File: src/rtl/pc_gen.sv
// pc_gen: owns the fetch PC and issues fetch requests over valid/ready, predicting taken
// flow with a direct-mapped BTB and taking trap/execute redirects (trap highest).
module pc_gen #(
  parameter int              XLEN        = 64,
  parameter logic [XLEN-1:0] START_ADDR  = XLEN'(32'h8000_0000),
  parameter int              BTB_ENTRIES = 8
) (
  input  logic            clk,
  input  logic            rst,
  output logic            req_valid,
  input  logic            req_ready,
  output logic [XLEN-1:0] req_pc,
  output logic            req_pred_taken,
  output logic [XLEN-1:0] req_pred_target,
  input  logic            trap_valid,
  input  logic [XLEN-1:0] trap_target,
  input  logic            ex_redir_valid,
  input  logic [XLEN-1:0] ex_redir_target,
  input  logic            upd_valid,
  input  logic [XLEN-1:0] upd_pc,
  input  logic [XLEN-1:0] upd_target,
  input  logic            upd_taken,
  output logic            flush
);

  localparam int IDX  = $clog2(BTB_ENTRIES);
  localparam int TAGW = XLEN - IDX - 2;

  logic [XLEN-1:0] pc_q;
  logic [XLEN-1:0] pc_d;
  logic            vld_q;

  logic [BTB_ENTRIES-1:0] btb_vld;
  logic [TAGW-1:0]        btb_tag [BTB_ENTRIES];
  logic [XLEN-1:0]        btb_tgt [BTB_ENTRIES];

  logic [IDX-1:0]  lk_idx;
  logic [TAGW-1:0] lk_tag;
  logic            lk_hit;
  logic [XLEN-1:0] pc_plus4;

  logic [IDX-1:0]  up_idx;
  logic [TAGW-1:0] up_tag;
  logic            up_tag_match;

  logic fire;
  logic redirect;

  // Address bits below word alignment are never consumed.
  logic unused_low_bits;
  assign unused_low_bits = ^{trap_target[1:0], ex_redir_target[1:0], upd_pc[1:0]};

  // Lookup reads the pre-edge array contents, so a same-cycle update is not visible.
  assign lk_idx   = pc_q[IDX+1:2];
  assign lk_tag   = pc_q[XLEN-1:IDX+2];
  assign lk_hit   = btb_vld[lk_idx] && (btb_tag[lk_idx] == lk_tag);
  assign pc_plus4 = pc_q + XLEN'(4);

  assign up_idx       = upd_pc[IDX+1:2];
  assign up_tag       = upd_pc[XLEN-1:IDX+2];
  assign up_tag_match = (btb_tag[up_idx] == up_tag);

  assign fire     = vld_q && req_ready;
  assign redirect = trap_valid || ex_redir_valid;

  assign req_valid       = vld_q;
  assign req_pc          = pc_q;
  assign req_pred_taken  = lk_hit;
  assign req_pred_target = lk_hit ? btb_tgt[lk_idx] : pc_plus4;
  assign flush           = redirect;

  always_comb begin
    pc_d = pc_q;
    if (trap_valid) begin
      pc_d = {trap_target[XLEN-1:2], 2'b00};
    end else if (ex_redir_valid) begin
      pc_d = {ex_redir_target[XLEN-1:2], 2'b00};
    end else if (fire) begin
      pc_d = req_pred_target;
    end
  end

  always_ff @(posedge clk) begin
    if (rst) begin
      pc_q  <= START_ADDR;
      vld_q <= 1'b0;
    end else begin
      pc_q  <= pc_d;
      vld_q <= 1'b1;
    end
  end

  // Not-taken updates only invalidate the entry they own; an aliasing PC leaves it alone.
  always_ff @(posedge clk) begin
    if (rst) begin
      btb_vld <= '0;
    end else if (upd_valid) begin
      if (upd_taken) begin
        btb_vld[up_idx] <= 1'b1;
      end else if (up_tag_match) begin
        btb_vld[up_idx] <= 1'b0;
      end
    end
  end

  always_ff @(posedge clk) begin
    if (!rst && upd_valid && upd_taken) begin
      btb_tag[up_idx] <= up_tag;
      btb_tgt[up_idx] <= upd_target;
    end
  end

  a_hold_stalled : assert property (@(posedge clk) disable iff (rst)
    (vld_q && !req_ready && !redirect) |=> (vld_q && $stable(pc_q)));

  a_fire_advance : assert property (@(posedge clk) disable iff (rst)
    (fire && !redirect) |=> (pc_q == $past(req_pred_target)));

  a_reset_idle : assert property (@(posedge clk) rst |=> !vld_q);

endmodule

File: config.mk
export PLATFORM = sky130hd
export DESIGN_NAME = pc_gen
export DESIGN_NICKNAME = d
export VERILOG_FILES = /design/src/rtl/pc_gen.sv
export SDC_FILE = /design/constraint.sdc
export NUM_CORES = 1
export LEC_CHECK = 0
export ABC_CLOCK_PERIOD_IN_PS = 18840
export BUFFER_PORTS_ARGS = -buffer_cell sky130_fd_sc_hd__buf_2
export CORE_MARGIN = 3
export CORE_UTILIZATION = 35
export CTS_CLUSTER_DIAMETER = 50
export DETAILED_ROUTE_END_ITERATION = 7
export PLACE_DENSITY_LB_ADDON = 0.08
export SYNTH_ARGS = -nofsm -noshare
export SYNTH_HDL_FRONTEND = slang
export SYNTH_SLANG_ARGS = --single-unit
File: constraint.sdc
create_clock -name clk -period 18.84 [get_ports clk]
set_input_delay 0 -clock clk [delete_from_list [all_inputs] [get_ports clk]]
set_output_delay 0 -clock clk [all_outputs]
set_load 0.03 [all_outputs]
Word-level counts from Yosys, hierarchy flattened --
Memories as Yosys holds them, arrays and structs flattened. A register that Yosys moved wholly into a read port is not among the register bits. Cells that the tools add are included.
Word-level totals: output and inout port bits 131, memory bits (writable) 984, word-level logic and storage cells 43, flip-flop bits (word level) 73, bits of input ports 263, memories 2
Cells by class: add/sub/neg operators 1, order comparisons 3, reductions and logical operators 11, bitwise logic cells 3, equal/unequal tests 2, mux-type cells 17
Memory list:
- btb_tgt | depth 8, bits a word 64, rd ports 1, clocked after memory_dff 1, write ports 1, RTL line 35 | logic [XLEN-1:0] btb_tgt [BTB_ENTRIES];
- btb_tag | depth 8, bits a word 59, rd ports 2, clocked after memory_dff 1, write ports 1, RTL line 34 | logic [TAGW-1:0] btb_tag [BTB_ENTRIES];
Operators by type and width (number):
- 2-to-1 mux 64 bit | 4
- == test 59 bit | 2
- adder 64 x 3 -> 64 bit, second input constant | 1
- 2-to-1 mux 8 bit | 2
- 2-to-1 mux 3 bit | 4
- bitwise AND 8 bit | 1
- less-than comparator 3 x 4 -> 1 bit, second input constant | 2
- NOT 8 bit | 1
- bitwise OR 8 bit | 1
- logical AND 1 bit | 5
- 2-to-1 mux 1 bit | 5
- binary-select mux 1 bit (select 3 bit) | 1
- demux 1 bit (select 3 bit) | 1
- >= comparator 3 x 1 -> 1 bit, second input constant | 1
- nonzero test 3 bit | 1
- OR reduction 3 bit | 1
- AND reduction 2 bit | 1
- nonzero test 2 bit | 1
- zero test 1 bit | 1
- logical OR 1 bit | 1

Longest topological paths before layout --
depth after elaboration 9, depth in mapped cells 15, mapped depth without buffers 9

Least setup slack after synthesis --
Ideal clock, no wire load.
kind input port to flip-flop, start input upd_pc[3], end memory btb_tag[7][0] in the netlist's numbering, enable pin, data required time 18233 ps, stages 7, path buffers 5, library setup time 607 ps, arrival time 6385 ps, setup slack 11848 ps, cell sequence buf_2 > buf_2 > buf_2 > buf_2 > clkbuf_1 > nand2_1 > nor2_1
RTL lines:
- from (decl) | RTL line 20 | input logic [XLEN-1:0] upd_pc,
- to (decl) | RTL line 34
No word-level cell before the write port.

==> results.toml <==
[yosys]
synth_warnings = 0
synth.top_cell.area_share_pct = 62.9
synth_seq_cells = 1060
synth_enable_flop_cells = 984
netlist_top_cells_area = "sky130_fd_sc_hd__edfxtp_1, sky130_fd_sc_hd__mux4_2, sky130_fd_sc_hd__mux2i_1"
synthArstFlopShare_pct = 0
synth_area_leader = "sky130_fd_sc_hd__edfxtp_1"
synthesis.instances = 2734
yosys.cell_types.count = 58
syn_nets = 2998
syn_area_sq_um = 47000
ys_seq_area_share_pct = 66.1
ys_dominant_reg_cell = "sky130_fd_sc_hd__edfxtp_1"
syn_avg_cell_area_sq_um = 17.2

[detailed_routing]
first_iter_violations = 2748
number_of_nets_with_antenna_violations_after_detailed_routing = 0
drt_drc_violations_left = 0
wl_per_cell_um = 31.3
route.detailed.vias_per_inst = 5.66
drt_first_pass_iters = 6
num_vias = 30200
detail_route.wirelength_mm = 167

[floorplanning]
total_die_area_sq_um = 139000
chipHeight_um = 372
placement_rows = 133
initial_core_util_pct = 35.5
dieWidth_um = 372
io-pin-count = 394
floorplan.core_area_sq_um = 132000

[sta]
fin_tns_setup_ns = 0
layout_worst_path_cycle_share_pct = 44.3
max-slew-margin-rel_pct = 25.3
finalHoldViolCount = 0
timing.final.max_slew_violations = 0
final-setup-viol-count = 0
unrepaired_setup_endpoints_after_global_routing = "false"
worst_margin_slew_ns = 1.12
period_needed_ns = 8.35
maxClockFrequency_mhz = 120
final.setup_skew_ns = 0.0253

[final_layout]
layout.core_utilization_pct = 44.5
total_number_of_nets_in_the_final_design = 3713
seqCellArea_sq_um = 31100
filler_cell_count = 11700
multi_input_comb_area_sq_um = 15100
synth_to_final_area_change_pct = 25.3
layout-drive-gt1-share_pct = 29.1

[pwr]
design_power_total_uw = 6120
power_leakage_uw = 0.0195
vdd.ir_drop.worst_mv = 0.0636
power_per_cell_area_nw_per_um2 = 104

[clocking]
max-clock-path-buffers = 3
root_buffer = "sky130_fd_sc_hd__clkbuf_16"
cts_bufs_inserted = 142
cts.sink_count = 1060
tritoncts = "done"
cts_htree_levels = 4
clkTransAtPathRegs_ns = 0.06
clock_insertion_delay_worst_skew_ns = 0.77

[min_path]
min_path_cells = 2
hp-class = "input port to flip-flop"
start_point_of_the_worst_hold_path = "upd_target[26]"

[placed_design]
io_buffer_count = 387
dp_hpwl_mm = 108
gpl.final_weighted_congestion = 0.864

[global_routing]
global_route.overflow_total = 0
global_route_wire_length_before_repair_mm = 235
grt_use_total_pct = 24.0
via_count_of_the_first_global_routing_pass = 31000
grt_antenna_before_repair = 19
largest_net_degree_at_the_start_of_global_routing = 124

[worst_setup_path]
timing.critical_path.from_type = "flip-flop"
cp_max_fo = 49
endpoint_kind = "output pin"
criticalPathCategory = "flip-flop to output pin"
worstPathRequired_ns = 18.84
rr_worst_depth = 13
worstPathArrival_ns = 8.35

[run]
timing.max_cap.violations = 0

[status]
outcome = "complete, no violations"
repair_timing:
item,in CTS,in global routing
resized for setup,0,0
buffers inserted,0,0
hold endpoints to repair,1057,0
hold buffers,289,0
sequential cells by signal, indices dropped and copies added (netlist names), named ones only:
signal     cells
btb_tag      472
btb_tgt      512
req_pc        64
req_valid      1
cells in the mapped netlist, types with 11 or more instances:
cell and count:
sky130_fd_sc_hd__dfxtp_1 76, sky130_fd_sc_hd__o2bb2ai_1 57, sky130_fd_sc_hd__nand2_1 55, sky130_fd_sc_hd__clkbuf_1 103, sky130_fd_sc_hd__buf_1 18, sky130_fd_sc_hd__buf_2 41
sky130_fd_sc_hd__nand3_1 30, sky130_fd_sc_hd__nor2_1 140, sky130_fd_sc_hd__mux2i_1 217, sky130_fd_sc_hd__o221ai_1 56, sky130_fd_sc_hd__and4_1 11, sky130_fd_sc_hd__a22oi_1 98
sky130_fd_sc_hd__buf_4 13, sky130_fd_sc_hd__o21ai_0 14, sky130_fd_sc_hd__xnor2_1 74, sky130_fd_sc_hd__mux2_2 58, sky130_fd_sc_hd__edfxtp_1 984, sky130_fd_sc_hd__nand4_1 44
sky130_fd_sc_hd__a221oi_1 40, sky130_fd_sc_hd__and3_1 16, sky130_fd_sc_hd__a21oi_1 88, sky130_fd_sc_hd__mux4_2 258, sky130_fd_sc_hd__xor2_1 96, sky130_fd_sc_hd__nor3_1 14
sky130_fd_sc_hd__a22o_1 12, sky130_fd_sc_hd__inv_1 13
final cells by class:
class	count	area share [%]
clock inverter	95	1.99
multi-input combinational	1474	25.7
inverter	17	0.108
tap	1755	3.73
sequential	1060	52.8
antenna	11	0.0468
clock buffer	166	6.37
timing repair buffer	754	9.28
path summary, 6_finish.rpt:
path,to,slack [ns]
setup / recovery,req_pred_target[49],10.49
setup reg to reg,req_pc[49]$_SDFFE_PP0N_,10.73
hold / removal,btb_tgt[0][26]$_DFFE_PP_,0.05
hold reg to reg,flip-flop,0.56
worst max-delay path: stages (launching register included):
cell                      delay, ns
sky130_fd_sc_hd__dfxtp_4       0.92
sky130_fd_sc_hd__buf_4         0.65
sky130_fd_sc_hd__buf_4         0.78
sky130_fd_sc_hd__mux4_2        0.40
sky130_fd_sc_hd__mux2i_1       0.55
sky130_fd_sc_hd__xor2_1        0.20
sky130_fd_sc_hd__nand4_1       0.20
sky130_fd_sc_hd__nor4_1        0.78
sky130_fd_sc_hd__nand4_1       0.30
sky130_fd_sc_hd__nor2_4        0.89
sky130_fd_sc_hd__buf_4         0.80
sky130_fd_sc_hd__mux2i_1       0.62
sky130_fd_sc_hd__buf_2         0.31
through the flow:
step / cells / hold WS, ns / setup slack (ns) / cell area (sq um)
2_1_floorplan: 2734 / 0.0989 / 11.85 / 47000
3_3_place_gp: 4771 / 0.262 / 11.12 / 51000
3_5_place_dp: 4771 / 0.273 / 11.11 / 51000
4_1_cts: 5321 / 0.000177 / 10.23 / 58800
5_1_grt: 5324 / 0.0373 / 10.12 / 58800
6_report: 5332 / 0.0505 / 10.49 / 58800
where the power goes:
group	internal, uW	switching [uW]
sequential	2610	67.4
clock	1720	1070
combinational	264	393
total	4590	1530
layout by cell type, fill, tap and decap left out, drive strengths merged, types with 9 or more instances in the layout:
cell type    synthesis  routed
a21oi               88      88
a221o               10      10
a221oi              40      40
a22o                12      12
a22oi               98      98
and3                16      16
and4                11      11
buf                 80     465
bufinv               0      20
clkbuf             103     166
clkinv               2      47
clkinvlp             0      12
dfxtp               76      76
diode                0      11
dlygate4sd3          0     289
edfxtp             984     984
inv                 15      33
mux2                58      58
mux2i              217     217
mux4               258     258
nand2               55      55
nand3               30      30
nand4               44      44
nor2               141     141
nor3                15      15
nor4                11      11
o21a                 9       9
o21ai               14      14
o221ai              56      56
o2bb2ai             57      57
xnor2               74      74
xor2                96      96
routing by layer:
metal	share of wire, %	track usage, %	vias to the layer above
met2	47	38.6	1317
li1	-	-	12800
met3	7.3	4.93	261
met1	42	32.9	15800
met5	0.033	0	-
met4	2.8	7.44	8
kinds of logic after synthesis:
family                   count (synthesis)  synth area share [%]
multiplexers                           533                  18.4
flip-flops                            1060                  66.1
adder cells (fa/ha/maj)                  1                0.0266
XOR/XNOR                               170                  3.17
buffers and inverters                  200                  1.94
AO/OA/AOI/OAI                          416                  6.64
AND/OR/NAND/NOR                        354                  3.68
Note: power is estimated with default switching activity, not from simulation.
